$ cat config.mk
export PLATFORM = sky130hd
export DESIGN_NAME = mem_stage_flat
export DESIGN_NICKNAME = d
export VERILOG_FILES = /design/src/rtl/mem_stage_if.sv /design/src/rtl/mem_stage.sv /design/src/flat_wrapper.sv
export SDC_FILE = /design/constraint.sdc
export NUM_CORES = 1
export LEC_CHECK = 0
export CORE_AREA = 2 2 121 123
export DETAILED_ROUTE_END_ITERATION = 8
export DIE_AREA = 0 0 123 125
export PLACE_DENSITY = 0.81
export SYNTH_ARGS = -nofsm -noshare
export SYNTH_HDL_FRONTEND = slang
export SYNTH_SLANG_ARGS = --single-unit
$ cat constraint.sdc
create_clock -name clk -period 2.9 [get_ports clk]
set_clock_uncertainty 0.1 [all_clocks]
set_input_delay 0.58 -clock clk [delete_from_list [all_inputs] [get_ports clk]]
set_output_delay 0.58 -clock clk [all_outputs]
set_load 0.01 [all_outputs]
$ cat src/rtl/mem_stage_if.sv
// Bundle of EX->MEM, SRAM response, and MEM->WB/ID signals around mem_stage.
// Master drives the stage inputs; slave is the MEM stage itself.
interface mem_stage_if;
   logic        es2ms_valid;
   logic        ms_allowin;
   logic [31:0] es_pc;
   logic        es_mem_req;
   logic [4:0]  es_ld_op;
   logic        es_rf_we;
   logic [4:0]  es_rf_waddr;
   logic [31:0] es_result;
   logic [6:0]  es_except;
   logic        data_sram_data_ok;
   logic [31:0] data_sram_rdata;
   logic        ws_allowin;
   logic        ms2ws_valid;
   logic [31:0] ms_pc;
   logic        ms_rf_we;
   logic [4:0]  ms_rf_waddr;
   logic [31:0] ms_rf_wdata;
   logic [6:0]  ms_except;
   logic        ms_ex;
   logic [38:0] ms_rf_zip;
   logic        wb_ex;

   modport master (
      output es2ms_valid, es_pc, es_mem_req, es_ld_op,
      output es_rf_we, es_rf_waddr, es_result, es_except,
      output data_sram_data_ok, data_sram_rdata,
      output ws_allowin, wb_ex,
      input  ms_allowin, ms2ws_valid, ms_pc, ms_rf_we,
      input  ms_rf_waddr, ms_rf_wdata, ms_except, ms_ex, ms_rf_zip
   );

   modport slave (
      input  es2ms_valid, es_pc, es_mem_req, es_ld_op,
      input  es_rf_we, es_rf_waddr, es_result, es_except,
      input  data_sram_data_ok, data_sram_rdata,
      input  ws_allowin, wb_ex,
      output ms_allowin, ms2ws_valid, ms_pc, ms_rf_we,
      output ms_rf_waddr, ms_rf_wdata, ms_except, ms_ex, ms_rf_zip
   );
endinterface

$ cat src/rtl/mem_stage.sv
// MEM pipeline stage: waits for data-SRAM response, buffers it under WB
// backpressure, extends load data, and drops responses orphaned by flushes.
module mem_stage (
   input logic       clk,
   input logic       resetn,
   mem_stage_if.slave bus
);

   logic        ms_valid_q;
   logic [31:0] ms_pc_q;
   logic        ms_mem_req_q;
   logic [4:0]  ms_ld_op_q;
   logic        ms_rf_we_q;
   logic [4:0]  ms_rf_waddr_q;
   logic [31:0] ms_result_q;
   logic [6:0]  ms_except_q;
   logic        buf_valid_q;
   logic [31:0] buf_data_q;
   logic [1:0]  cancel_cnt_q;
   logic [1:0]  cancel_cnt_d;

   logic        cnt_zero;
   logic        data_ok_live;
   logic        ready_go;
   logic        allowin;
   logic        to_ws;
   logic        es_go;
   logic        buf_set;
   logic        buf_clr;
   logic        inc_ms;
   logic        inc_es;
   logic        dec_ok;
   logic [2:0]  cnt_sum;
   logic [31:0] ld_data;
   logic [7:0]  byte_sel;
   logic [15:0] half_sel;
   logic [31:0] rf_wdata;
   logic        ld_wait;

   assign cnt_zero     = (cancel_cnt_q == 2'd0);
   assign data_ok_live = bus.data_sram_data_ok & cnt_zero;
   assign ready_go     = ~ms_mem_req_q | buf_valid_q | data_ok_live;
   assign allowin      = ~ms_valid_q | (ready_go & bus.ws_allowin);
   assign to_ws        = ms_valid_q & ready_go;
   assign es_go        = bus.es2ms_valid & allowin;
   assign buf_set      = data_ok_live & ms_valid_q & ms_mem_req_q
                       & ~buf_valid_q & ~bus.ws_allowin;
   assign buf_clr      = bus.wb_ex | (to_ws & bus.ws_allowin);

   // Responses still owed to flushed requests must be swallowed later.
   assign inc_ms = bus.wb_ex & ms_valid_q & ms_mem_req_q
                 & ~buf_valid_q & ~bus.data_sram_data_ok;
   assign inc_es = bus.wb_ex & es_go & bus.es_mem_req;
   assign dec_ok = bus.data_sram_data_ok & ~cnt_zero;

   always_comb begin
      cnt_sum = {1'b0, cancel_cnt_q} + {2'b00, inc_ms}
              + {2'b00, inc_es} - {2'b00, dec_ok};
      cancel_cnt_d = (cnt_sum > 3'd3) ? 2'd3 : cnt_sum[1:0];
   end

   assign ld_data  = buf_valid_q ? buf_data_q : bus.data_sram_rdata;
   assign half_sel = ms_result_q[1] ? ld_data[31:16] : ld_data[15:0];

   always_comb begin
      byte_sel = ld_data[7:0];
      unique case (ms_result_q[1:0])
         2'd0: byte_sel = ld_data[7:0];
         2'd1: byte_sel = ld_data[15:8];
         2'd2: byte_sel = ld_data[23:16];
         2'd3: byte_sel = ld_data[31:24];
         default: byte_sel = ld_data[7:0];
      endcase
   end

   always_comb begin
      rf_wdata = ms_result_q;
      unique case (1'b1)
         ms_ld_op_q[4]: rf_wdata = {{24{byte_sel[7]}}, byte_sel};
         ms_ld_op_q[3]: rf_wdata = {24'b0, byte_sel};
         ms_ld_op_q[2]: rf_wdata = {{16{half_sel[15]}}, half_sel};
         ms_ld_op_q[1]: rf_wdata = {16'b0, half_sel};
         ms_ld_op_q[0]: rf_wdata = ld_data;
         default:       rf_wdata = ms_result_q;
      endcase
   end

   assign ld_wait = ms_valid_q & (|ms_ld_op_q) & ~ready_go;

   always_ff @(posedge clk or negedge resetn) begin
      if (!resetn) begin
         ms_valid_q    <= 1'b0;
         ms_pc_q       <= 32'b0;
         ms_mem_req_q  <= 1'b0;
         ms_ld_op_q    <= 5'b0;
         ms_rf_we_q    <= 1'b0;
         ms_rf_waddr_q <= 5'b0;
         ms_result_q   <= 32'b0;
         ms_except_q   <= 7'b0;
         buf_valid_q   <= 1'b0;
         buf_data_q    <= 32'b0;
         cancel_cnt_q  <= 2'd0;
      end else begin
         if (bus.wb_ex) begin
            ms_valid_q <= 1'b0;
         end else if (allowin) begin
            ms_valid_q <= bus.es2ms_valid;
         end
         if (es_go) begin
            ms_pc_q       <= bus.es_pc;
            ms_mem_req_q  <= bus.es_mem_req;
            ms_ld_op_q    <= bus.es_ld_op;
            ms_rf_we_q    <= bus.es_rf_we;
            ms_rf_waddr_q <= bus.es_rf_waddr;
            ms_result_q   <= bus.es_result;
            ms_except_q   <= bus.es_except;
         end
         if (buf_clr) begin
            buf_valid_q <= 1'b0;
         end else if (buf_set) begin
            buf_valid_q <= 1'b1;
            buf_data_q  <= bus.data_sram_rdata;
         end
         cancel_cnt_q <= cancel_cnt_d;
      end
   end

   assign bus.ms_allowin  = allowin;
   assign bus.ms2ws_valid = to_ws;
   assign bus.ms_pc       = ms_pc_q;
   assign bus.ms_rf_we    = ms_rf_we_q;
   assign bus.ms_rf_waddr = ms_rf_waddr_q;
   assign bus.ms_rf_wdata = rf_wdata;
   assign bus.ms_except   = ms_except_q;
   assign bus.ms_ex       = ms_valid_q & (|ms_except_q);
   assign bus.ms_rf_zip   = {ld_wait, ms_rf_we_q & ms_valid_q,
                             ms_rf_waddr_q, rf_wdata};

endmodule

$ cat src/flat_wrapper.sv
// flat-port wrapper written by rule: the top's interface ports become plain ports
module mem_stage_flat 
  (clk, resetn, bus_es2ms_valid, bus_es_pc, bus_es_mem_req, bus_es_ld_op, bus_es_rf_we, bus_es_rf_waddr, bus_es_result, bus_es_except, bus_data_sram_data_ok, bus_data_sram_rdata, bus_ws_allowin, bus_wb_ex, bus_ms_allowin, bus_ms2ws_valid, bus_ms_pc, bus_ms_rf_we, bus_ms_rf_waddr, bus_ms_rf_wdata, bus_ms_except, bus_ms_ex, bus_ms_rf_zip);
  mem_stage_if bus_i ();
  input logic clk;
  input logic resetn;
  input wire logic [$bits(bus_i.es2ms_valid)-1:0] bus_es2ms_valid;
  input wire logic [$bits(bus_i.es_pc)-1:0] bus_es_pc;
  input wire logic [$bits(bus_i.es_mem_req)-1:0] bus_es_mem_req;
  input wire logic [$bits(bus_i.es_ld_op)-1:0] bus_es_ld_op;
  input wire logic [$bits(bus_i.es_rf_we)-1:0] bus_es_rf_we;
  input wire logic [$bits(bus_i.es_rf_waddr)-1:0] bus_es_rf_waddr;
  input wire logic [$bits(bus_i.es_result)-1:0] bus_es_result;
  input wire logic [$bits(bus_i.es_except)-1:0] bus_es_except;
  input wire logic [$bits(bus_i.data_sram_data_ok)-1:0] bus_data_sram_data_ok;
  input wire logic [$bits(bus_i.data_sram_rdata)-1:0] bus_data_sram_rdata;
  input wire logic [$bits(bus_i.ws_allowin)-1:0] bus_ws_allowin;
  input wire logic [$bits(bus_i.wb_ex)-1:0] bus_wb_ex;
  output wire logic [$bits(bus_i.ms_allowin)-1:0] bus_ms_allowin;
  output wire logic [$bits(bus_i.ms2ws_valid)-1:0] bus_ms2ws_valid;
  output wire logic [$bits(bus_i.ms_pc)-1:0] bus_ms_pc;
  output wire logic [$bits(bus_i.ms_rf_we)-1:0] bus_ms_rf_we;
  output wire logic [$bits(bus_i.ms_rf_waddr)-1:0] bus_ms_rf_waddr;
  output wire logic [$bits(bus_i.ms_rf_wdata)-1:0] bus_ms_rf_wdata;
  output wire logic [$bits(bus_i.ms_except)-1:0] bus_ms_except;
  output wire logic [$bits(bus_i.ms_ex)-1:0] bus_ms_ex;
  output wire logic [$bits(bus_i.ms_rf_zip)-1:0] bus_ms_rf_zip;
  assign bus_i.es2ms_valid = bus_es2ms_valid;
  assign bus_i.es_pc = bus_es_pc;
  assign bus_i.es_mem_req = bus_es_mem_req;
  assign bus_i.es_ld_op = bus_es_ld_op;
  assign bus_i.es_rf_we = bus_es_rf_we;
  assign bus_i.es_rf_waddr = bus_es_rf_waddr;
  assign bus_i.es_result = bus_es_result;
  assign bus_i.es_except = bus_es_except;
  assign bus_i.data_sram_data_ok = bus_data_sram_data_ok;
  assign bus_i.data_sram_rdata = bus_data_sram_rdata;
  assign bus_i.ws_allowin = bus_ws_allowin;
  assign bus_i.wb_ex = bus_wb_ex;
  assign bus_ms_allowin = bus_i.ms_allowin;
  assign bus_ms2ws_valid = bus_i.ms2ws_valid;
  assign bus_ms_pc = bus_i.ms_pc;
  assign bus_ms_rf_we = bus_i.ms_rf_we;
  assign bus_ms_rf_waddr = bus_i.ms_rf_waddr;
  assign bus_ms_rf_wdata = bus_i.ms_rf_wdata;
  assign bus_ms_except = bus_i.ms_except;
  assign bus_ms_ex = bus_i.ms_ex;
  assign bus_ms_rf_zip = bus_i.ms_rf_zip;
  mem_stage u_core (.clk(clk), .resetn(resetn), .bus(bus_i));
endmodule
## Word-level counts from Yosys, hierarchy flattened

Cells that the tools add are included.

| storage, ports and cells | value |
|---|---|
| input port bits | 121 |
| flip-flop bits (word level) | 119 |
| output and inout bits | 119 |
| logic and storage cells | 66 |

| operators by class | value |
|---|---|
| muxes and demuxes | 9 |
| order comparisons | 1 |
| bitwise logic cells | 32 |
| eq/ne operators | 3 |
| reductions and logical operators | 7 |
| add/subtract/negate cells | 3 |

Operator list:

| operator | number |
|---|---|
| 32-bit case mux with 5 select lines | 1 |
| 32-bit two-way mux | 1 |
| 8-bit case mux with 4 select lines | 1 |
| 1-bit bitwise AND | 20 |
| 16-bit two-way mux | 1 |
| 1-bit inverter | 8 |
| 7-bit OR reduction | 1 |
| 5-bit OR reduction | 1 |
| 2-bit equality test (second input constant) | 2 |
| 2-bit logical NOT | 2 |
| 1-bit two-way mux | 4 |
| 1-bit bitwise OR | 4 |
| 2-bit nonzero test | 2 |
| 2-bit by 1-bit adder with 3-bit output | 1 |
| 3-bit by 1-bit adder with 3-bit output | 1 |
| 3-bit by 2-bit greater-than comparator with 1-bit output (second input constant) | 1 |
| 3-bit by 1-bit subtractor with 3-bit output | 1 |
| 2-bit by 1-bit equality test with 1-bit output (second input constant) | 1 |
| 2-bit two-way mux | 1 |
| 2-bit AND reduction | 1 |

## Depth between registers and ports, before layout

Gate-level depths: netlist of run 1.

| depth | value |
|---|---|
| depth in word-level cells | 12 |
| mapped depth | 11 |
| gate-level depth less buffers | 8 |

## Worst setup path before layout of run 1

No wires, ideal clock.

| timing path | value |
|---|---|
| kind | input-to-output |
| start point | in bus_data_sram_rdata[31] |
| end point | out bus_ms_rf_zip[16] |
| data required time | 2.220 ns |
| setup slack | 0.024 ns |
| arrival | 2.196 ns |
| buffers on the path | 2 |
| stages | 6 |
| cell sequence | mux2_2 mux4_2 a221oi_4 buf_6 a21oi_1 buf_4 |

| between the ends | value |
|---|---|
| word-level cells in the longest chain between the ends | 3 |
| elaborated cells between the ends (all ways) | 4 |
| those cells by class | mux (4) |

Ends and longest elaborated chain:

| item | RTL line | source |
|---|---|---|
| from (decl) | flat_wrapper.sv:16 | `input wire logic [$bits(bus_i.data_sram_rdata)-1:0] bus_data_sram_rdata;` |
| 32-bit two-way mux (*) | mem_stage.sv:62 | `assign ld_data = buf_valid_q ? buf_data_q : bus.data_sram_rdata;` |
| 8-bit case mux with 4 select lines or 16-bit two-way mux (tied branches) | mem_stage.sv:67, mem_stage.sv:63 |  |
| 32-bit case mux with 5 select lines (*) | mem_stage.sv:78 | `unique case (1'b1)` |
| to (decl) | flat_wrapper.sv:27 | `output wire logic [$bits(bus_i.ms_rf_zip)-1:0] bus_ms_rf_zip;` |

Every way passes the cells marked *; elsewhere a longest branch is shown, timed or not.

## Worst setup path after layout of run 1

| timing path | value |
|---|---|
| start point | reg u_core.buf_valid_q |
| end point | out bus_ms_rf_zip[12] |

| between the ends | value |
|---|---|
| word-level cells in the longest chain between the ends | 3 |
| elaborated cells between the ends (all ways) | 4 |
| those cells by class | mux (4) |

Ends and longest elaborated chain:

| item | RTL line | source |
|---|---|---|
| from (decl) | mem_stage.sv:17 | `logic buf_valid_q;` |
| from (signal assigned) | mem_stage.sv:100 | `buf_valid_q <= 1'b0;` |
| from (signal assigned) | mem_stage.sv:119 | `buf_valid_q <= 1'b0;` |
| from (signal assigned) | mem_stage.sv:121 | `buf_valid_q <= 1'b1;` |
| 32-bit two-way mux (*) | mem_stage.sv:62 |  |
| 8-bit case mux with 4 select lines or 16-bit two-way mux (tied branches) | mem_stage.sv:67, mem_stage.sv:63 |  |
| 32-bit case mux with 5 select lines (*) | mem_stage.sv:78 |  |

Marked as above.

==> results of run 1 <==
[stage by stage]
stage	setup TNS [ps]	hold WS (ps)
after floorplan	0	184
after global placement	-37090	332
after detailed placement	-39310	336
after CTS	-18160	404
after global routing	-22660	410
final	-18270	403
[logic make-up after synthesis]
group | count (synthesis)
buffers and inverters | 68
AND/OR/NAND/NOR | 80
AO/OA/AOI/OAI | 62
XOR/XNOR | 1
adder cells (fa/ha/maj) | 2
flip-flops | 119
multiplexers | 157
[power breakdown]
| group | switching (uW) | total, uW | internal [uW] |
|---|---|---|---|
| sequential | 234 | 2220 | 1980 |
| clock | 743 | 2300 | 1560 |
| combinational | 1140 | 2480 | 1340 |
[layer usage]
metal	wire, um	vias to the layer above	track usage (%)
met2	9180	205	40.0
li1	-	2217	-
met5	0	-	0
met3	1530	44	9.35
met1	7480	2424	29.1
met4	682	0	11.8
[Yosys cell counts, types with 3 or more instances]
| library cell | instances |
|---|---|
| nor2_1 | 34 |
| buf_2 | 11 |
| nand2b_1 | 4 |
| mux4_2 | 9 |
| buf_4 | 38 |
| dfrtp_1 | 119 |
| mux2_2 | 138 |
| o21ai_0 | 4 |
| mux2i_1 | 10 |
| o211ai_1 | 5 |
| inv_1 | 4 |
| a21oi_1 | 29 |
| a22oi_1 | 12 |
| nor2b_1 | 3 |
| nand2_1 | 26 |
| clkbuf_1 | 12 |
[final timing paths]
kind | cells past startpoint | to
setup / recovery | 9 | bus_ms_rf_zip[12]
setup reg to reg | 10 | u_core.cancel_cnt_q[0]
hold / removal | 1 | u_core.ms_result_q[22]
hold reg to reg | 1 | u_core.ms_result_q[22]
min in group asynchronous | 2 | u_core.ms_result_q[1]
max in group asynchronous | 3 | u_core.ms_ld_op_q[4]
[timing repair]
item                                    in CTS  in global routing
endpoints found under the hold margin        9                  0
pin swaps                                   11                  6
hold buffers                                 1                  0
gates resized for setup                    293                 50
buffers inserted                            15                  6
endpoints found under the setup margin      65                 65
cloned                                       3                  0
[flip-flops by register name, indices dropped and copies added (netlist names)]
name	cells
u_core.ms_mem_req_q	1
u_core.buf_data_q	32
u_core.bus.ms_rf_waddr	5
u_core.buf_valid_q	1
u_core.ms_valid_q	1
u_core.bus.ms_pc	32
u_core.cancel_cnt_q	2
u_core.bus.ms_rf_we	1
u_core.ms_result_q	32
u_core.bus.ms_except	7
u_core.ms_ld_op_q	5
[cell type report]
type / instances / area, um2 / share of cell area (%)
Multi-Input combinational cell: 302 / 2920 / 30.7
Inverter: 4 / 15.0 / 0.158
Antenna cell: 1 / 2.50 / 0.0263
Clock inverter: 9 / 173 / 1.81
Clock buffer: 22 / 464 / 4.88
Tap cell: 184 / 230 / 2.42
Sequential cell: 119 / 2980 / 31.3
Timing Repair Buffer: 298 / 2730 / 28.7
==> metrics.yaml, run 1 <==
hp-class: "flip-flop to flip-flop"
fin_util_pct: 67.0
synthesis.area_um2: 6090
wl_per_cell_um: 20.1
final_cell_count_no_fill: 939
fin_area_um2: 9510
drt-total-wl_um: 18900
min_from: "u_core.ms_result_q[22]"
cp_top_family: "multiplexers"
timing.fmax_mhz: 302
final_common_cell: "clkdlybuf4s50_1"
synthMuxAreaShare_pct: 30.5
synthAdderAreaFrac_pct: 0.658
clk_pin_slew_ps: 50
maxCapViolations: 0
setup_viol: 64
drc_errors: 0
timing.final.crit_share_pct: 114
timing.final.crit_period_ps: 3320
ys.flop_type: "dfrtp_1"
critPathSlowestCell: "mux4_2"
synth-compound-area-share_pct: 6.66
critPathMostFrequentCell: "buf_6"
crit_fanout: 6
relSlewSlack_pct: 61.4
io_buffer_count: 239
rsz0062_at_grt: "yes"
synth_cells: 489
final-hold-violation-count: 0
synth_top_cell_by_area: "dfrtp_1"
status: "complete, but fails checks"
r2r-start: "u_core.buf_valid_q"
place_congestion: 0.834
synth_top_family_by_area: "multiplexers"
clk_path_buf_depth: 2
die_h_um: 125
root_buffer: "clkbuf_16"
dieArea_um2: 15400
drive_gt1_share_pct: 45.5
die_w_um: 123
synth-xor-area-share_pct: 0.144
yosysTopAreaCellShare_pct: 48.9
worst_pin_slew_ps: 577
syn_to_final_growth_pct: 56.3
grt_overflow: 0
reg2reg_slack_ps: 310
p_per_area_nw_per_um2: 736
vias_per_cell: 5.21
dr.pass1.iters: 4
arrival_ps: 2640
cts_tree: "yes"
cp_cell_sequence: "mux2_4, mux4_2, buf_6, a21oi_4, buf_6, buf_6, buf_6, a21oi_4, buf_2"
layout_common_cells: "clkdlybuf4s50_1 (169), mux2_2 (133), dfrtp_1 (117)"
coreArea_um2: 14200
synth-seq-cells: 119
violations: "negative setup slack"
syn-num-nets: 612
synthSimpleGateAreaFrac_pct: 6.09
path_buf_inv: 5
vias: 4890
clk_latency_ps: 420
yosysUniqueCellTypes: 40
numCtsBuffers: 17
cp-startpoint: "u_core.buf_valid_q"
cp-start-kind: "flip-flop"
ant_nets: 0
p_total_uw: 7000
synth_area_leaders: "dfrtp_1 (49%), mux2_2 (26%), buf_4 (4.7%)"
ir_drop_mv: 0.449
track_usage_pct: 24.8
dp.cells: 886
grt_pass1_wl_um: 28900
grt_max_degree: 82
maxSlewViolCount: 0
async_flop_share_pct: 100
grt_pass1_vias: 5338
cts.sink_count: 119
synth.avg_cell_area_um2: 12.4
ys_seq_area_share_pct: 48.9
dr.first_iter.drc_count: 191
cp_slowest_stage_delay_ps: 530
io-pin-count: 240
start_util_pct: 42.8
antenna_found_initial: 2
fillCellCount: 1044
fin_ws_ps: -416
worst_setup_path_end_kind: "output pin"
placementRows: 44
synth-edff-count: 0
leakage_uw: 0.00410
required_ps: 2220
crit_type: "flip-flop to output pin"
yosys_warnings: 0
place_area_um2: 8660
htreeDepth: 4
nets: 865
dp_hpwl_um: 13000
post-place-ws_ps: -765
Note: power is estimated with default switching activity, not from simulation.
==> run 2: changes to the inputs <==
Settings changed: CORE_AREA 2 2 121 123 to 2 2 135 137, CTS_CLUSTER_SIZE set to 14, DIE_AREA 0 0 123 125 to 0 0 137 139, PLACE_DENSITY 0.81 to 0.67.
==> metrics.yaml, run 2 (synthesized netlist as in run 1, its figures left out) <==
wl_per_cell_um: 18.3  # was 20.1 um
die_w_um: 137  # was 123 um
critPathSlowestCell: "mux4_2"  # unchanged
r2r-end: "u_core.cancel_cnt_q[0]"  # unchanged
reg2reg_slack_ps: 260  # was 310 ps
status: "complete, but fails checks"  # unchanged
clk_latency_ps: 420  # about the same
start_util_pct: 34.5  # was 42.8%
cts_tree: "yes"  # unchanged
final-hold-violation-count: 0  # unchanged
relSlewSlack_pct: 59.4  # was 61.4%
drt-total-wl_um: 18100  # was 18,900 um
place_area_um2: 8750  # was 8660 um2
clk_pin_slew_ps: 60  # was 50 ps
grt_max_degree: 75  # was 82
maxSlewViolCount: 0  # unchanged
numCtsBuffers: 17  # unchanged
min_path_cells: 1  # unchanged
grt_pass1_wl_um: 27500  # was 28,900 um
violations: "negative setup slack"  # unchanged
clk_path_buf_depth: 2  # unchanged
cp_slowest_stage_delay_ps: 530  # about the same
r2r-start: "u_core.buf_valid_q"  # unchanged
regArea_um2: 2980  # unchanged
hold-worst-slack_ps: 402  # was 403 ps
p_total_uw: 7100  # was 7000 uW
root_buffer: "clkbuf_16"  # unchanged
fillCellCount: 1505  # was 1,044
dieArea_um2: 19000  # was 15,400 um2
timing.final.crit_period_ps: 3330  # was 3320 ps
antenna_found_initial: 0  # was 2
drive_gt1_share_pct: 45.8  # was 45.5%
hold_end: "u_core.bus.ms_pc[15]"  # was u_core.ms_result_q[22]
layout_common_cells: "clkdlybuf4s50_1 (169), mux2_2 (133), dfrtp_1 (117)"  # unchanged
coreArea_um2: 17700  # was 14,200 um2
io-pin-count: 240  # unchanged
track_usage_pct: 19.0  # was 24.8%
grt_pass1_vias: 5077  # was 5,338
place_congestion: 0.798  # was 0.834
syn_to_final_growth_pct: 58.5  # was 56.3%
placementRows: 49  # was 44
fin_area_um2: 9650  # was 9510 um2
htreeDepth: 4  # unchanged
dr.pass1.iters: 5  # was 4
dr.first_iter.drc_count: 236  # was 191
die_h_um: 139  # was 125 um
vias: 4844  # was 4,890
min_from: "u_core.bus.ms_pc[15]"  # was u_core.ms_result_q[22]
final_common_cell: "clkdlybuf4s50_1"  # unchanged
grt_overflow: 0  # unchanged
cp_cell_sequence: "mux2_4, mux4_2, a221oi_4, buf_4, buf_12, a21oi_4, buf_2"  # was mux2_4, mux4_2, buf_6, a21oi_4, buf_6, buf_6, buf_6, a21oi_4, buf_2
timing.final.crit_share_pct: 115  # was 114%
vias_per_cell: 4.91  # was 5.21
rsz0062_at_grt: "yes"  # unchanged
cp-start-kind: "flip-flop"  # unchanged
multi_input_area_um2: 2950  # was 2920 um2
crit_fanout: 8  # was 6
post-place-ws_ps: -791  # was -765 ps
required_ps: 2220  # about the same
arrival_ps: 2650  # was 2640 ps
p_per_area_nw_per_um2: 736  # about the same
setup_viol: 62  # was 64
r2r_cells: 11  # was 10
io_buffer_count: 239  # unchanged
cts.sink_count: 119  # unchanged
crit_type: "flip-flop to output pin"  # unchanged
hp-class: "flip-flop to flip-flop"  # unchanged
ant_nets: 0  # unchanged
leakage_uw: 0.00413  # was 0.00410 uW
ir_drop_mv: 0.472  # was 0.449 mV
timing.fmax_mhz: 301  # was 302 MHz
nets: 867  # was 865
maxCapViolations: 0  # unchanged
worst_pin_slew_ps: 607  # was 577 ps
worst_setup_path_end_kind: "output pin"  # unchanged
fin_ws_ps: -426  # was -416 ps
dp_hpwl_um: 13200  # was 13,000 um
drc_errors: 0  # unchanged
run 2: cell types whose count changed in the layout (fill, tap and decap cells not counted), sizes merged:
cell,before,now
clkbuf,24,28
buf,120,115
clkinvlp,1,2
bufbuf,1,0
clkinv,3,5
inv,4,6
run 2: critical path, delay by kind of cell (launching register included):
kind                   cells  cell delay (ps)
flip-flops                 1              480
buffers and inverters      3              460
AO/OA/AOI/OAI              2              410
multiplexers               2              870
run 2: timing repair:
| item | 4_1_cts | 5_1_grt |
|---|---|---|
| hold endpoints to repair | 3 | 0 |
| setup buffers | 5 | 10 |
| hold buffers | 1 | 0 |
| pin swaps | 3 | 14 |
| gates cloned | 1 | 0 |
| resized for setup | 284 | 59 |
| setup endpoints to repair | 66 | 65 |
run 2: report_power, final:
group | internal (uW) | total [uW] | switching, uW
sequential | 1980 | 2210 | 227
combinational | 1400 | 2520 | 1120
clock | 1560 | 2360 | 807
run 2: per-layer routing:
metal	up-vias	part of all wire [%]	track usage (%)
met3	35	8.1	6.98
met1	2393	41	23.5
met4	0	2.4	6.78
met5	-	0	0
li1	2232	-	-
met2	184	49	30.5
run 2: through the flow:
step | cells | util [%] | setup TNS, ps
CTS | 977 | 53.8 | -20490
detailed placement | 938 | 49.6 | -40670
global route | 986 | 54.6 | -24870
finish | 987 | 54.6 | -19190
global placement | 938 | 49.6 | -38170
floorplan | 489 | - | 0
run 2: how the worst max path moves through the flow:
stage | cells past startpoint | slack, ps | start | end
floorplan | 6 | 20 | bus_data_sram_rdata[31] | bus_ms_rf_zip[16]
global placement | 7 | -750 | bus_data_sram_rdata[31] | bus_ms_rf_wdata[23]
detailed placement | 8 | -790 | bus_data_sram_rdata[31] | bus_ms_rf_zip[9]
CTS | 8 | -440 | u_core.buf_valid_q | bus_ms_rf_zip[17]
global route | 7 | -520 | u_core.buf_valid_q | bus_ms_rf_wdata[24]
finish | 7 | -430 | u_core.buf_valid_q | bus_ms_rf_wdata[24]
run 2: area by class of cell:
cell class / instances / share of cell area [%]
multi-input combinational: 302 / 30.6
tap: 229 / 2.97
timing repair buffer: 300 / 28.5
sequential: 119 / 30.9
clock buffer: 18 / 4.55
inverter: 4 / 0.156
clock inverter: 14 / 2.31
antenna: 1 / 0.0259
